`src/rtl/sram_mem_ctrl_if.sv`:
```
// sram_mem_ctrl_if: groups the pipeline-side request/response signals and the
// external asynchronous SRAM pins for sram_mem_ctrl.
//   slave  : the controller's view
//   master : the environment (pipeline plus SRAM device) view
interface sram_mem_ctrl_if #(
   parameter int unsigned SRAM_AW = 18
);
   logic               mem_read;
   logic               mem_write;
   logic [31:0]        alu_result;
   logic [31:0]        val_Rm;
   logic               ready;
   logic [31:0]        read_data;
   logic [SRAM_AW-1:0] sram_addr;
   logic [15:0]        sram_dq_out;
   logic [15:0]        sram_dq_in;
   logic               sram_dq_oe;
   logic               sram_we_n;
   logic               align_err;

   modport slave (
      input  mem_read, mem_write, alu_result, val_Rm, sram_dq_in,
      output ready, read_data, sram_addr, sram_dq_out, sram_dq_oe, sram_we_n, align_err
   );

   modport master (
      output mem_read, mem_write, alu_result, val_Rm, sram_dq_in,
      input  ready, read_data, sram_addr, sram_dq_out, sram_dq_oe, sram_we_n, align_err
   );
endinterface

```
`src/rtl/sram_mem_ctrl.sv`:
```
// sram_mem_ctrl: MEM-stage data-memory sequencer. Each 32-bit load or store is
// split into two 16-bit phases (low halfword first) on an asynchronous SRAM,
// each phase held on the pins for WAIT_CYCLES cycles. ready is low while an
// access is in flight so the pipeline freezes.
// Optional macro SRAM_ALIGN_CHECK_EN: a misaligned request skips the SRAM,
// completes in one stall cycle and sets the sticky align_err flag.
module sram_mem_ctrl #(
   parameter int unsigned ADDR_BASE   = 1024,
   parameter int unsigned WAIT_CYCLES = 2,
   parameter int unsigned SRAM_AW     = 18
) (
   input  logic           clk,
   input  logic           rst,
   sram_mem_ctrl_if.slave bus
);

   localparam logic [2:0] IDLE  = 3'd0;
   localparam logic [2:0] RD_LO = 3'd1;
   localparam logic [2:0] RD_HI = 3'd2;
   localparam logic [2:0] WR_LO = 3'd3;
   localparam logic [2:0] WR_HI = 3'd4;
   localparam logic [2:0] DONE  = 3'd5;

   localparam logic [3:0] LAST_CNT = 4'(WAIT_CYCLES - 1);

   logic [2:0]         state;
   logic [3:0]         cnt;
   logic [SRAM_AW-2:0] word_idx;
   logic [31:0]        data_q;
   logic [15:0]        lo_buf;
   logic [31:0]        read_data_q;
   logic               req;
   logic               last_cycle;
   logic               misaligned;
   logic [31:0]        phys;
   logic               unused_phys;

   assign req         = bus.mem_read | bus.mem_write;
   assign last_cycle  = (cnt == LAST_CNT);
   assign phys        = bus.alu_result - 32'(ADDR_BASE);
   // Bits above the SRAM range wrap away; the byte offset never reaches the pins.
   assign unused_phys = ^{phys[31:SRAM_AW+1], phys[1:0]};

`ifdef SRAM_ALIGN_CHECK_EN
   logic align_err_q;

   assign misaligned = (bus.alu_result[1:0] != 2'b00);

   // Sticky flag: set when a misaligned request is rejected, cleared only by reset.
   always_ff @(posedge clk or negedge rst) begin
      if (!rst) begin
         align_err_q <= 1'b0;
      end else if (state == IDLE && req && misaligned) begin
         align_err_q <= 1'b1;
      end
   end

   assign bus.align_err = align_err_q;
`else
   assign misaligned    = 1'b0;
   assign bus.align_err = 1'b0;
`endif

   // Access sequencer: latch the request in IDLE, walk LO then HI phase, finish in DONE.
   always_ff @(posedge clk or negedge rst) begin
      if (!rst) begin
         // NOTE: state lives in always_ff with non-blocking assignments only, so every
         // register samples pre-edge values regardless of statement order.
         state       <= IDLE;
         cnt         <= '0;
         word_idx    <= '0;
         data_q      <= '0;
         lo_buf      <= '0;
         read_data_q <= '0;
      end else begin
         case (state)
            IDLE: begin
               if (req) begin
                  word_idx <= phys[SRAM_AW:2];
                  data_q   <= bus.val_Rm;
                  cnt      <= '0;
                  if (misaligned)         state <= DONE;
                  else if (bus.mem_read)  state <= RD_LO;
                  else                    state <= WR_LO;
               end
            end
            RD_LO, WR_LO: begin
               if (last_cycle) begin
                  cnt <= '0;
                  if (state == RD_LO) begin
                     lo_buf <= bus.sram_dq_in;
                     state  <= RD_HI;
                  end else begin
                     state  <= WR_HI;
                  end
               end else begin
                  cnt <= cnt + 4'd1;
               end
            end
            RD_HI, WR_HI: begin
               if (last_cycle) begin
                  cnt <= '0;
                  // Both halves land together so a half-updated word is never visible.
                  if (state == RD_HI) read_data_q <= {bus.sram_dq_in, lo_buf};
                  state <= DONE;
               end else begin
                  cnt <= cnt + 4'd1;
               end
            end
            DONE:    state <= IDLE;
            default: state <= IDLE;
         endcase
      end
   end

   // SRAM pin drive decoded from the current phase; pins idle in every other state.
   always_comb begin
      // NOTE: defaults first so every path assigns every output and no latch is inferred.
      bus.sram_addr   = '0;
      bus.sram_dq_out = '0;
      bus.sram_dq_oe  = 1'b0;
      bus.sram_we_n   = 1'b1;
      case (state)
         RD_LO: bus.sram_addr = {word_idx, 1'b0};
         RD_HI: bus.sram_addr = {word_idx, 1'b1};
         WR_LO: begin
            bus.sram_addr   = {word_idx, 1'b0};
            bus.sram_dq_out = data_q[15:0];
            bus.sram_dq_oe  = 1'b1;
            bus.sram_we_n   = 1'b0;
         end
         WR_HI: begin
            bus.sram_addr   = {word_idx, 1'b1};
            bus.sram_dq_out = data_q[31:16];
            bus.sram_dq_oe  = 1'b1;
            bus.sram_we_n   = 1'b0;
         end
         default: ;
      endcase
   end

   assign bus.ready     = ~req | (state == DONE);
   assign bus.read_data = read_data_q;

endmodule

```
`src/flat_wrapper.sv`:
```
// flat-port wrapper written by rule: the top's interface ports become plain ports
module sram_mem_ctrl_flat 
#(
   parameter int unsigned ADDR_BASE   = 1024,
   parameter int unsigned WAIT_CYCLES = 2,
   parameter int unsigned SRAM_AW     = 18
)
  (clk, rst, bus_mem_read, bus_mem_write, bus_alu_result, bus_val_Rm, bus_sram_dq_in, bus_ready, bus_read_data, bus_sram_addr, bus_sram_dq_out, bus_sram_dq_oe, bus_sram_we_n, bus_align_err);
  sram_mem_ctrl_if #(.SRAM_AW(SRAM_AW)) bus_i ();
  input  logic clk;
  input  logic rst;
  input wire logic [$bits(bus_i.mem_read)-1:0] bus_mem_read;
  input wire logic [$bits(bus_i.mem_write)-1:0] bus_mem_write;
  input wire logic [$bits(bus_i.alu_result)-1:0] bus_alu_result;
  input wire logic [$bits(bus_i.val_Rm)-1:0] bus_val_Rm;
  input wire logic [$bits(bus_i.sram_dq_in)-1:0] bus_sram_dq_in;
  output wire logic [$bits(bus_i.ready)-1:0] bus_ready;
  output wire logic [$bits(bus_i.read_data)-1:0] bus_read_data;
  output wire logic [$bits(bus_i.sram_addr)-1:0] bus_sram_addr;
  output wire logic [$bits(bus_i.sram_dq_out)-1:0] bus_sram_dq_out;
  output wire logic [$bits(bus_i.sram_dq_oe)-1:0] bus_sram_dq_oe;
  output wire logic [$bits(bus_i.sram_we_n)-1:0] bus_sram_we_n;
  output wire logic [$bits(bus_i.align_err)-1:0] bus_align_err;
  assign bus_i.mem_read = bus_mem_read;
  assign bus_i.mem_write = bus_mem_write;
  assign bus_i.alu_result = bus_alu_result;
  assign bus_i.val_Rm = bus_val_Rm;
  assign bus_i.sram_dq_in = bus_sram_dq_in;
  assign bus_ready = bus_i.ready;
  assign bus_read_data = bus_i.read_data;
  assign bus_sram_addr = bus_i.sram_addr;
  assign bus_sram_dq_out = bus_i.sram_dq_out;
  assign bus_sram_dq_oe = bus_i.sram_dq_oe;
  assign bus_sram_we_n = bus_i.sram_we_n;
  assign bus_align_err = bus_i.align_err;
  sram_mem_ctrl #(.ADDR_BASE(ADDR_BASE), .WAIT_CYCLES(WAIT_CYCLES), .SRAM_AW(SRAM_AW)) u_core (.clk(clk), .rst(rst), .bus(bus_i));
endmodule
```
`config.mk`:
```
export PLATFORM = sky130hd
export DESIGN_NAME = sram_mem_ctrl_flat
export DESIGN_NICKNAME = d
export VERILOG_FILES = /design/src/rtl/sram_mem_ctrl_if.sv /design/src/rtl/sram_mem_ctrl.sv /design/src/flat_wrapper.sv
export SDC_FILE = /design/constraint.sdc
export NUM_CORES = 1
export LEC_CHECK = 0
export BUFFER_PORTS_ARGS = -buffer_cell sky130_fd_sc_hd__buf_2
export CAP_MARGIN = 20
export CORE_ASPECT_RATIO = 0.7
export CORE_MARGIN = 5
export CORE_UTILIZATION = 50
export CTS_CLUSTER_SIZE = 8
export DETAILED_ROUTE_END_ITERATION = 10
export PLACE_DENSITY_LB_ADDON = 0.3
export SYNTH_ARGS = -nofsm -noshare
export SYNTH_HDL_FRONTEND = slang
export SYNTH_SLANG_ARGS = --single-unit
```
`constraint.sdc`:
```
create_clock -name clk -period 2.8 [get_ports clk]
set_clock_uncertainty 0.2 [all_clocks]
set_input_delay 0.84 -clock clk [delete_from_list [all_inputs] [get_ports clk]]
set_output_delay 0.84 -clock clk [all_outputs]
set_load 0.1 [all_outputs]
```
==> results.sh, run 1 <==
export IMPL_status="completed"
export IMPL_average_size_of_a_mapped_cell_um2=13.9
export IMPL_clock_tree_buffer_depth=2
export IMPL_fmaxAchievable_mhz=357
export IMPL_synth_yosys_warnings=0
export IMPL_buffer_ports_inserted=137
export IMPL_max_cap_violations=0
export IMPL_fill_cells=648
export IMPL_antenna_cells_inserted=0
export IMPL_slew_limit_headroom_pct=62.8
export IMPL_remaining_drc_errors=0
export IMPL_track_usage_pct=19.0
export IMPL_ys_flop_type="sky130_fd_sc_hd__dfrtp_1"
export IMPL_routed_wirelength_mm=10.5
export IMPL_areaGrowthSynthToFinish_pct=39.3
export IMPL_coreArea_um2=9030
export IMPL_post_synth_instance_area_um2=4610
export IMPL_drt_pre_antenna_iters=4
export IMPL_worst_setup_hold_path_clk_slew_ns=0.07
export IMPL_hold_ws_ns=0.289
export IMPL_area_after_detailed_placement_um2=6060
export IMPL_worst_r2r_endpoint="u_core.bus.read_data[27]"
export IMPL_register_cell_area_after_layout_um2=2610
export IMPL_synth_async_reset_ratio_pct=100
export IMPL_mux_cell_area_share_after_synthesis_pct=24.2
export IMPL_synth_enable_flop_cells=0
export IMPL_dp_hpwl_mm=7.47
export IMPL_min_delay_start="u_core.data_q[24]"
export IMPL_synth_simple_gate_area_share_pct=7.36
export IMPL_crit_path_dat_ns=1.76
export IMPL_timing_setup_critical_path_class="reg -> out"
export IMPL_synth_adder_area_share_pct=0.815
export IMPL_setup_repair_after_global_routing_missed_its_margin="true"
export IMPL_synth_xor_xnor_area_share_pct=1.14
export IMPL_num_io_pins=154
export IMPL_routed_via_density=5.16
export IMPL_htree_num_levels=3
export IMPL_num_vias=3103
export IMPL_cts_bufs_inserted=9
export IMPL_clk_latency_ns=0.33
export IMPL_tightest_slew_ns=0.558
export IMPL_die_area_um2=11300
export IMPL_synth_top_family_by_area="multiplexers"
export IMPL_drt_initial_drc_count=173
export IMPL_final_worst_path_cycle_share_pct=99.9
export IMPL_setup_viol_count_final=0
export IMPL_placed_cells=584
export IMPL_timing_critical_path_from_type="register"
export IMPL_yosys_register_bits=104
export IMPL_critical_path_endpoint_type="output pin"
export IMPL_cts_root_buf="sky130_fd_sc_hd__clkbuf_16"
export IMPL_synth_distinct_cells=39
export IMPL_maxSlewViolCount=0
export IMPL_cts_sinks=104
export IMPL_ctsHoldBuffers=0
export IMPL_overflow=0
export IMPL_final_cells=601
export IMPL_worstHoldPathType="reg -> reg"
export IMPL_drive_above_1_share_pct=62.5
export IMPL_grt_first_pass_wirelength_mm=17.4
export IMPL_initial_utilization_pct=51.0
export IMPL_holdPathEnd="u_core.data_q[24]"
export IMPL_via_count_of_the_first_global_routing_pass=3430
export IMPL_hold_viol=0
export IMPL_wl_per_cell_um=17.5
export IMPL_synth_yosys_seq_area_share_pct=56.5
export IMPL_multi_input_comb_area_um2=1930
export IMPL_tritoncts="done"
export IMPL_grt_antenna_before_repair=0
export IMPL_r2r_start="u_core.cnt[0]"
export IMPL_floorplan_die_height_um=90.3
export IMPL_worst_ep_required_time_ns=1.76
export IMPL_fin_setup_tns_ns=0
export IMPL_drt_antenna_violating_nets=0
export IMPL_floorplan_die_width_um=125
export IMPL_final_area_um2=6420
export IMPL_setup_slack_reg_to_reg_ns=0.39
export IMPL_worst_r2r_path_depth=5
export IMPL_grt_start_max_net_pins=105
export IMPL_postSynthNetCount=419
export IMPL_worst_hold_path_num_cells=1
export IMPL_num_nets_final=560
export IMPL_min_period_ns=2.80
export IMPL_timing_critical_path_fanout_max=21
export IMPL_fp_row_count=29
export IMPL_synth_compound_area_share_pct=6.22
export IMPL_synth_instances=332
export IMPL_place_gp_congestion=0.775
## registers in the layout, indices dropped and copies added (netlist names)
| register | cells |
|---|---|
| u_core.cnt | 4 |
| u_core.data_q | 32 |
| u_core.lo_buf | 16 |
| u_core.word_idx | 17 |
| u_core.bus.read_data | 32 |
| u_core.state | 3 |
## through the flow
| stage | setup WS (ns) | utilization [%] |
|---|---|---|
| final | 0.00165 | 71.0 |
| after global routing | -0.0533 | 71.0 |
| after CTS | 0.00337 | 70.7 |
| after detailed placement | 0.0796 | 67.1 |
| after global placement | 0.133 | 67.1 |
| after floorplan | -0.163 | - |
## cell usage after synthesis (all sizes together) (2+ instances only)
cell	instances	area (µm²)
dfrtp	104	2600
mux2	89	1110
and3	18	113
nor2	18	67.6
a22o	16	140
buf	14	123
a21oi	9	45.0
clkbuf	7	26.3
inv	6	22.5
nand2	6	22.5
xnor2	6	52.6
a31oi	4	25.0
o21ai	4	20.0
ha	3	37.5
nor4	3	18.8
o31ai	3	22.5
nand2b	2	12.5
nand3	2	10.0
nand3b	2	15.0
nor3	2	10.0
or3	2	12.5
## cell type report
type                       instances  area share, %
clock inverter                     4          0.819
inverter                           6          0.409
sequential                       104           40.6
clock buffer                      11           3.78
tap                              124           2.42
timing repair buffer             151           22.0
multi-input combinational        201           30.0
## routing by layer
layer	GRT usage, %	share of wire (%)	vias up
li1	-	-	1464
met1	23.4	42	1555
met2	32.1	51	75
met3	7.09	6.3	9
met4	4.56	0.95	0
met5	0	0	-
## cell usage in the layout (no fill, tap or decap), types with 2 or more instances in the layout
cell type                   count
sky130_fd_sc_hd__a21oi_1        8
sky130_fd_sc_hd__a22o_2        15
sky130_fd_sc_hd__a31oi_1        4
sky130_fd_sc_hd__and3_2        16
sky130_fd_sc_hd__buf_12        42
sky130_fd_sc_hd__buf_2        100
sky130_fd_sc_hd__buf_4          9
sky130_fd_sc_hd__clkbuf_16      9
sky130_fd_sc_hd__dfrtp_1      102
sky130_fd_sc_hd__dfrtp_2        2
sky130_fd_sc_hd__ha_1           3
sky130_fd_sc_hd__inv_1          5
sky130_fd_sc_hd__inv_6          2
sky130_fd_sc_hd__mux2_1         3
sky130_fd_sc_hd__mux2_2        56
sky130_fd_sc_hd__mux2_4        30
sky130_fd_sc_hd__nand2_1        6
sky130_fd_sc_hd__nand3_1        2
sky130_fd_sc_hd__nand3b_1       2
sky130_fd_sc_hd__nor2_1        15
sky130_fd_sc_hd__nor2_4         2
sky130_fd_sc_hd__nor3_1         2
sky130_fd_sc_hd__nor4_1         3
sky130_fd_sc_hd__o21ai_0        4
sky130_fd_sc_hd__o31ai_1        3
sky130_fd_sc_hd__xnor2_1        6
## what timing repair did
| item | in CTS | in global routing |
|---|---|---|
| endpoints found under the setup margin | 34 | 18 |
| pin swaps | 0 | 0 |
| hold endpoints to repair | 0 | 0 |
| gates resized for setup | 6 | 7 |
| setup buffers | 2 | 0 |
## worst max-delay path, stage by stage (launching register included)
cell	delay, ns
sky130_fd_sc_hd__dfrtp_2	0.46
sky130_fd_sc_hd__or3_4	0.39
sky130_fd_sc_hd__buf_12	0.16
sky130_fd_sc_hd__and3_2	0.24
sky130_fd_sc_hd__buf_12	0.17
## logic make-up after synthesis
logic type / Yosys count
DFF: 104
muxes: 89
and+or+nand+nor: 62
AOI/OAI and AO/OA: 40
buffers and inverters: 27
xor gates and xnor gates: 6
adders and majority gates: 3
other: 1
## worst max path at each step
stage | startpoint | to | slack, ns | depth (start not counted)
floorplan | u_core.state[1] | bus_sram_we_n | -0.16 | 6
global placement | bus_alu_result[10] | u_core.word_idx[16] | 0.13 | 7
detailed placement | bus_alu_result[10] | u_core.word_idx[16] | 0.08 | 7
CTS | u_core.state[0] | bus_sram_addr[6] | 0.003 | 4
global route | u_core.state[1] | bus_sram_we_n | -0.05 | 6
finish | u_core.state[0] | bus_sram_addr[10] | 0.002 | 4
Power of run 1 is not shown: default switching activity piles up to over one toggle a cycle in this logic, so the estimate is an artifact.
==> inputs of run 2 (changes only) <==
--- a/config.mk
+++ b/config.mk
@@ -8,7 +8,7 @@
 export BUFFER_PORTS_ARGS = -buffer_cell sky130_fd_sc_hd__buf_2
 export CAP_MARGIN = 20
 export CORE_ASPECT_RATIO = 0.7
-export CORE_MARGIN = 5
+export CORE_MARGIN = 2
 export CORE_UTILIZATION = 50
 export CTS_CLUSTER_SIZE = 8
 export DETAILED_ROUTE_END_ITERATION = 10
==> results.sh, run 2 (same netlist as run 1, synthesis figures left out) <==
export IMPL_worst_r2r_endpoint="u_core.bus.read_data[21]"
export IMPL_multi_input_comb_area_um2=1930
export IMPL_crit_end="bus_sram_addr[5]"
export IMPL_cts_bufs_inserted=9
export IMPL_most_common_layout_cells="101 x sky130_fd_sc_hd__dfrtp_1, 100 x sky130_fd_sc_hd__buf_2, 56 x sky130_fd_sc_hd__mux2_2"
export IMPL_die_area_um2=10000
export IMPL_r2r_start="u_core.cnt[0]"
export IMPL_final_worst_path_cycle_share_pct=99.3
export IMPL_overflow=0
export IMPL_routed_wirelength_mm=10.3
export IMPL_place_gp_congestion=0.839
export IMPL_fp_row_count=29
export IMPL_timing_critical_path_from_type="register"
export IMPL_final_common_cell="sky130_fd_sc_hd__dfrtp_1"
export IMPL_dp_hpwl_mm=7.43
export IMPL_timing_final_ws_setup_ns=0.0186
export IMPL_grt_util_met2_pct=36.4
export IMPL_tritoncts="done"
export IMPL_clock_tree_buffer_depth=2
export IMPL_floorplan_die_width_um=119
export IMPL_global_route_met3_utilization_pct=7.13
export IMPL_cts_sinks=104
export IMPL_worst_setup_hold_path_clk_slew_ns=0.07
export IMPL_initial_utilization_pct=51.2
export IMPL_coreArea_um2=9000
export IMPL_critPathSlowestCell="sky130_fd_sc_hd__or3_4"
export IMPL_num_nets_final=565
export IMPL_timing_critical_path_from="u_core.state[2]"
export IMPL_post_place_ws_ns=0.0976
export IMPL_wl_per_cell_um=17.0
export IMPL_drt_initial_drc_count=96
export IMPL_drt_antenna_violating_nets=0
export IMPL_remaining_drc_errors=0
export IMPL_critical_path_endpoint_type="output pin"
export IMPL_num_vias=3189
export IMPL_hold_viol=0
export IMPL_timing_critical_path_fanout_max=18
export IMPL_clk_latency_ns=0.33
export IMPL_max_cap_violations=0
export IMPL_crit_path_cell_trace="or3_4 -> and3_2 -> buf_12"
export IMPL_worst_path_largest_cell_delay_ns=0.51
export IMPL_cts_root_buf="sky130_fd_sc_hd__clkbuf_16"
export IMPL_worst_ep_required_time_ns=1.76
export IMPL_min_period_ns=2.78
export IMPL_track_usage_pct=21.6
export IMPL_drt_pre_antenna_iters=4
export IMPL_drive_above_1_share_pct=63.4
export IMPL_crit_path_dat_ns=1.74
export IMPL_areaGrowthSynthToFinish_pct=40.9
export IMPL_grt_antenna_before_repair=0
export IMPL_maxSlewViolCount=0
export IMPL_fmaxAchievable_mhz=360
export IMPL_fill_cells=652
export IMPL_grt_util_met1_pct=27.2
export IMPL_buffer_ports_inserted=137
export IMPL_worstHoldPathType="in -> async"
export IMPL_timing_setup_critical_path_class="reg -> out"
export IMPL_via_count_of_the_first_global_routing_pass=3456
export IMPL_busiest_layer="met2"
export IMPL_register_cell_area_after_layout_um2=2610
export IMPL_antenna_cells_inserted=0
export IMPL_htree_num_levels=3
export IMPL_tightest_slew_ns=0.579
export IMPL_setup_repair_after_global_routing_missed_its_margin="true"
export IMPL_setup_slack_reg_to_reg_ns=0.39
export IMPL_setup_viol_count_final=0
export IMPL_num_io_pins=154
export IMPL_status="completed"
export IMPL_grt_first_pass_wirelength_mm=17.2
export IMPL_routed_via_density=5.25
export IMPL_slew_limit_headroom_pct=61.4
export IMPL_worst_r2r_path_depth=5
export IMPL_grt_start_max_net_pins=54
export IMPL_floorplan_die_height_um=84.3
## run 2: stage by stage
stage | hold slack (ns) | utilization [%] | area [µm²] | setup TNS (ns) | cells
3_5_place_dp | 0.271 | 67.4 | 6070 | 0 | 586
2_1_floorplan | 0.248 | - | 4670 | -1.10 | 332
5_1_grt | 0.297 | 72.2 | 6490 | -0.785 | 607
4_1_cts | 0.287 | 71.2 | 6410 | -0.00721 | 602
6_report | 0.287 | 72.2 | 6490 | 0 | 607
3_3_place_gp | 0.263 | 67.4 | 6070 | 0 | 586
## run 2: critical path: cells and delay by family, from the launching register on
family / cells / cell delay, ns
simple gates: 2 / 0.78
flops: 1 / 0.45
buf+inv: 1 / 0.17
## run 2: final cells by class
class                           count  share of cell area [%]
Clock buffer                        9                    3.47
Clock inverter                      7                    1.23
Inverter                            6                   0.405
Multi-Input combinational cell    201                    29.7
Sequential cell                   104                    40.1
Tap cell                          124                    2.39
Timing Repair Buffer              156                    22.7
## run 2: layer usage
metal	vias up	routed length [µm]	part of all wire [%]
li1	1477	-	-
met1	1636	4500	44
met2	68	5150	50
met3	8	553	5.4
met4	0	87	0.85
met5	-	0	0
## run 2: what timing repair did
action	4_1_cts	5_1_grt
hold buffers	0	0
buffers inserted	0	3
resized for setup	11	14
pin swaps	1	1
cloned	0	2
endpoints found under the setup margin	32	32
## run 2: worst min-delay path by stage
stage                     depth (start not counted)                  to  slack, ns
after floorplan                                   1  u_core.word_idx[1]       0.25
after global placement                            1  u_core.word_idx[1]       0.26
after detailed placement                          1  u_core.word_idx[2]       0.27
after CTS                                         1  u_core.word_idx[2]       0.29
after global routing                              1  u_core.word_idx[1]       0.30
final                                             1  u_core.word_idx[6]       0.29
Power of run 2 is left out for the same reason.
==> inputs of run 3 (changes only) <==
--- a/config.mk
+++ b/config.mk
@@ -9,10 +9,11 @@
 export CAP_MARGIN = 20
 export CORE_ASPECT_RATIO = 0.7
 export CORE_MARGIN = 2
-export CORE_UTILIZATION = 50
+export CORE_UTILIZATION = 30
 export CTS_CLUSTER_SIZE = 8
 export DETAILED_ROUTE_END_ITERATION = 10
 export PLACE_DENSITY_LB_ADDON = 0.3
+export RECOVER_POWER = 50
 export SYNTH_ARGS = -nofsm -noshare
 export SYNTH_HDL_FRONTEND = slang
 export SYNTH_SLANG_ARGS = --single-unit
==> results.sh, run 3 (same netlist as run 1, synthesis figures left out) <==
export IMPL_timing_critical_path_from_type="register"
export IMPL_final_common_cell="sky130_fd_sc_hd__dfrtp_1"
export IMPL_fp_row_count=37
export IMPL_remaining_drc_errors=0
export IMPL_drt_pre_antenna_iters=4
export IMPL_grt_start_max_net_pins=60
export IMPL_floorplan_die_height_um=108
export IMPL_min_period_ns=2.79
export IMPL_drt_antenna_violating_nets=0
export IMPL_drt_initial_drc_count=77
export IMPL_floorplan_die_width_um=152
export IMPL_grt_antenna_before_repair=0
export IMPL_overflow=0
export IMPL_antenna_cells_inserted=0
export IMPL_cts_sinks=104
export IMPL_worstHoldPathType="reg -> reg"
export IMPL_status="completed"
export IMPL_clock_tree_buffer_depth=2
export IMPL_coreArea_um2=14900
export IMPL_routed_wirelength_mm=11.4
export IMPL_clk_latency_ns=0.34
export IMPL_place_gp_congestion=0.720
export IMPL_wl_per_cell_um=16.6
export IMPL_grt_first_pass_wirelength_mm=18.4
export IMPL_critical_path_endpoint_type="output pin"
export IMPL_cts_bufs_inserted=9
export IMPL_die_area_um2=16400
export IMPL_maxSlewViolCount=0
export IMPL_num_io_pins=154
export IMPL_max_cap_violations=0
export IMPL_initial_utilization_pct=31.0
export IMPL_placed_cells=658
export IMPL_drive_above_1_share_pct=63.1
export IMPL_final_worst_path_cycle_share_pct=99.7
export IMPL_htree_num_levels=3
export IMPL_buffer_ports_inserted=137
export IMPL_slew_limit_headroom_pct=32.5
export IMPL_worst_ep_required_time_ns=1.76
export IMPL_num_vias=3183
export IMPL_timing_critical_path_fanout_max=9
export IMPL_timing_setup_critical_path_class="reg -> out"
export IMPL_areaGrowthSynthToFinish_pct=43.1
export IMPL_setup_viol_count_final=0
export IMPL_via_count_of_the_first_global_routing_pass=3448
export IMPL_cts_root_buf="sky130_fd_sc_hd__clkbuf_16"
export IMPL_crit_path_dat_ns=1.75
export IMPL_ctsHoldBuffers=0
export IMPL_worst_setup_hold_path_clk_slew_ns=0.08
export IMPL_fmaxAchievable_mhz=358
export IMPL_tritoncts="done"
export IMPL_track_usage_pct=14.1
export IMPL_most_common_layout_cells="102 x sky130_fd_sc_hd__dfrtp_1, 99 x sky130_fd_sc_hd__buf_2, 56 x sky130_fd_sc_hd__mux2_2"
export IMPL_final_cells=685
export IMPL_num_nets_final=572
export IMPL_setup_repair_after_global_routing_missed_its_margin="true"
export IMPL_hold_viol=0
export IMPL_hold_ws_ns=0.290
export IMPL_routed_via_density=4.65
export IMPL_dp_hpwl_mm=7.59
export IMPL_tightest_slew_ns=1.01
run 3: metrics by stage:
step	worst slack, ns	util [%]	area, µm²	setup TNS (ns)
6_report	0.00764	44.4	6600	0
5_1_grt	-0.0365	44.4	6600	-0.626
4_1_cts	-0.0194	44.3	6580	-0.261
3_5_place_dp	0.0653	39.9	5920	0
3_3_place_gp	0.0337	39.9	5920	0
2_1_floorplan	-0.163	-	4670	-1.10
run 3: final timing paths:
| path | slack, ns | to | depth (start not counted) | startpoint |
|---|---|---|---|---|
| worst max register to register | 0.16 | u_core.data_q[17] | 5 | u_core.state[1] |
| min in group asynchronous | 0.44 | u_core.bus.read_data[4] | 1 | rst |
| worst max-delay path | 0.008 | bus_sram_addr[11] | 3 | u_core.state[1] |
| worst min-delay path | 0.29 | u_core.word_idx[2] | 1 | u_core.word_idx[2] |
| worst min register to register | 0.29 | u_core.word_idx[2] | 1 | u_core.word_idx[2] |
| max in group asynchronous | 0.63 | u_core.bus.read_data[12] | 2 | rst |
run 3: area by class of cell:
type	count	area (µm²)
clock inverters	6	62.6
clock buffers	10	229
flip-flops and latches	104	2610
fillers	1386	8260
inverters	6	26.3
repair buffers	162	1380
well taps	195	244
multi-input cells	202	2050
run 3: what timing repair did:
item	CTS	global route
gates cloned	2	0
hold endpoints to repair	0	0
pin swaps	2	3
gates resized for setup	69	18
setup buffers	7	3
setup endpoints to repair	36	36
run 3: layer usage:
metal	GRT usage, %	wire length, µm	up-vias
li1	-	-	1494
met1	18.9	5300	1615
met2	22.7	5460	63
met3	4.35	516	11
met4	3.20	101	0
met5	0	0	-
run 3: critical path: stages, from the launching register on:
cell	delay (ns)
sky130_fd_sc_hd__dfrtp_2	0.49
sky130_fd_sc_hd__or3_4	0.48
sky130_fd_sc_hd__and3_2	0.26
sky130_fd_sc_hd__buf_8	0.17
Power of run 3 is left out for the same reason.
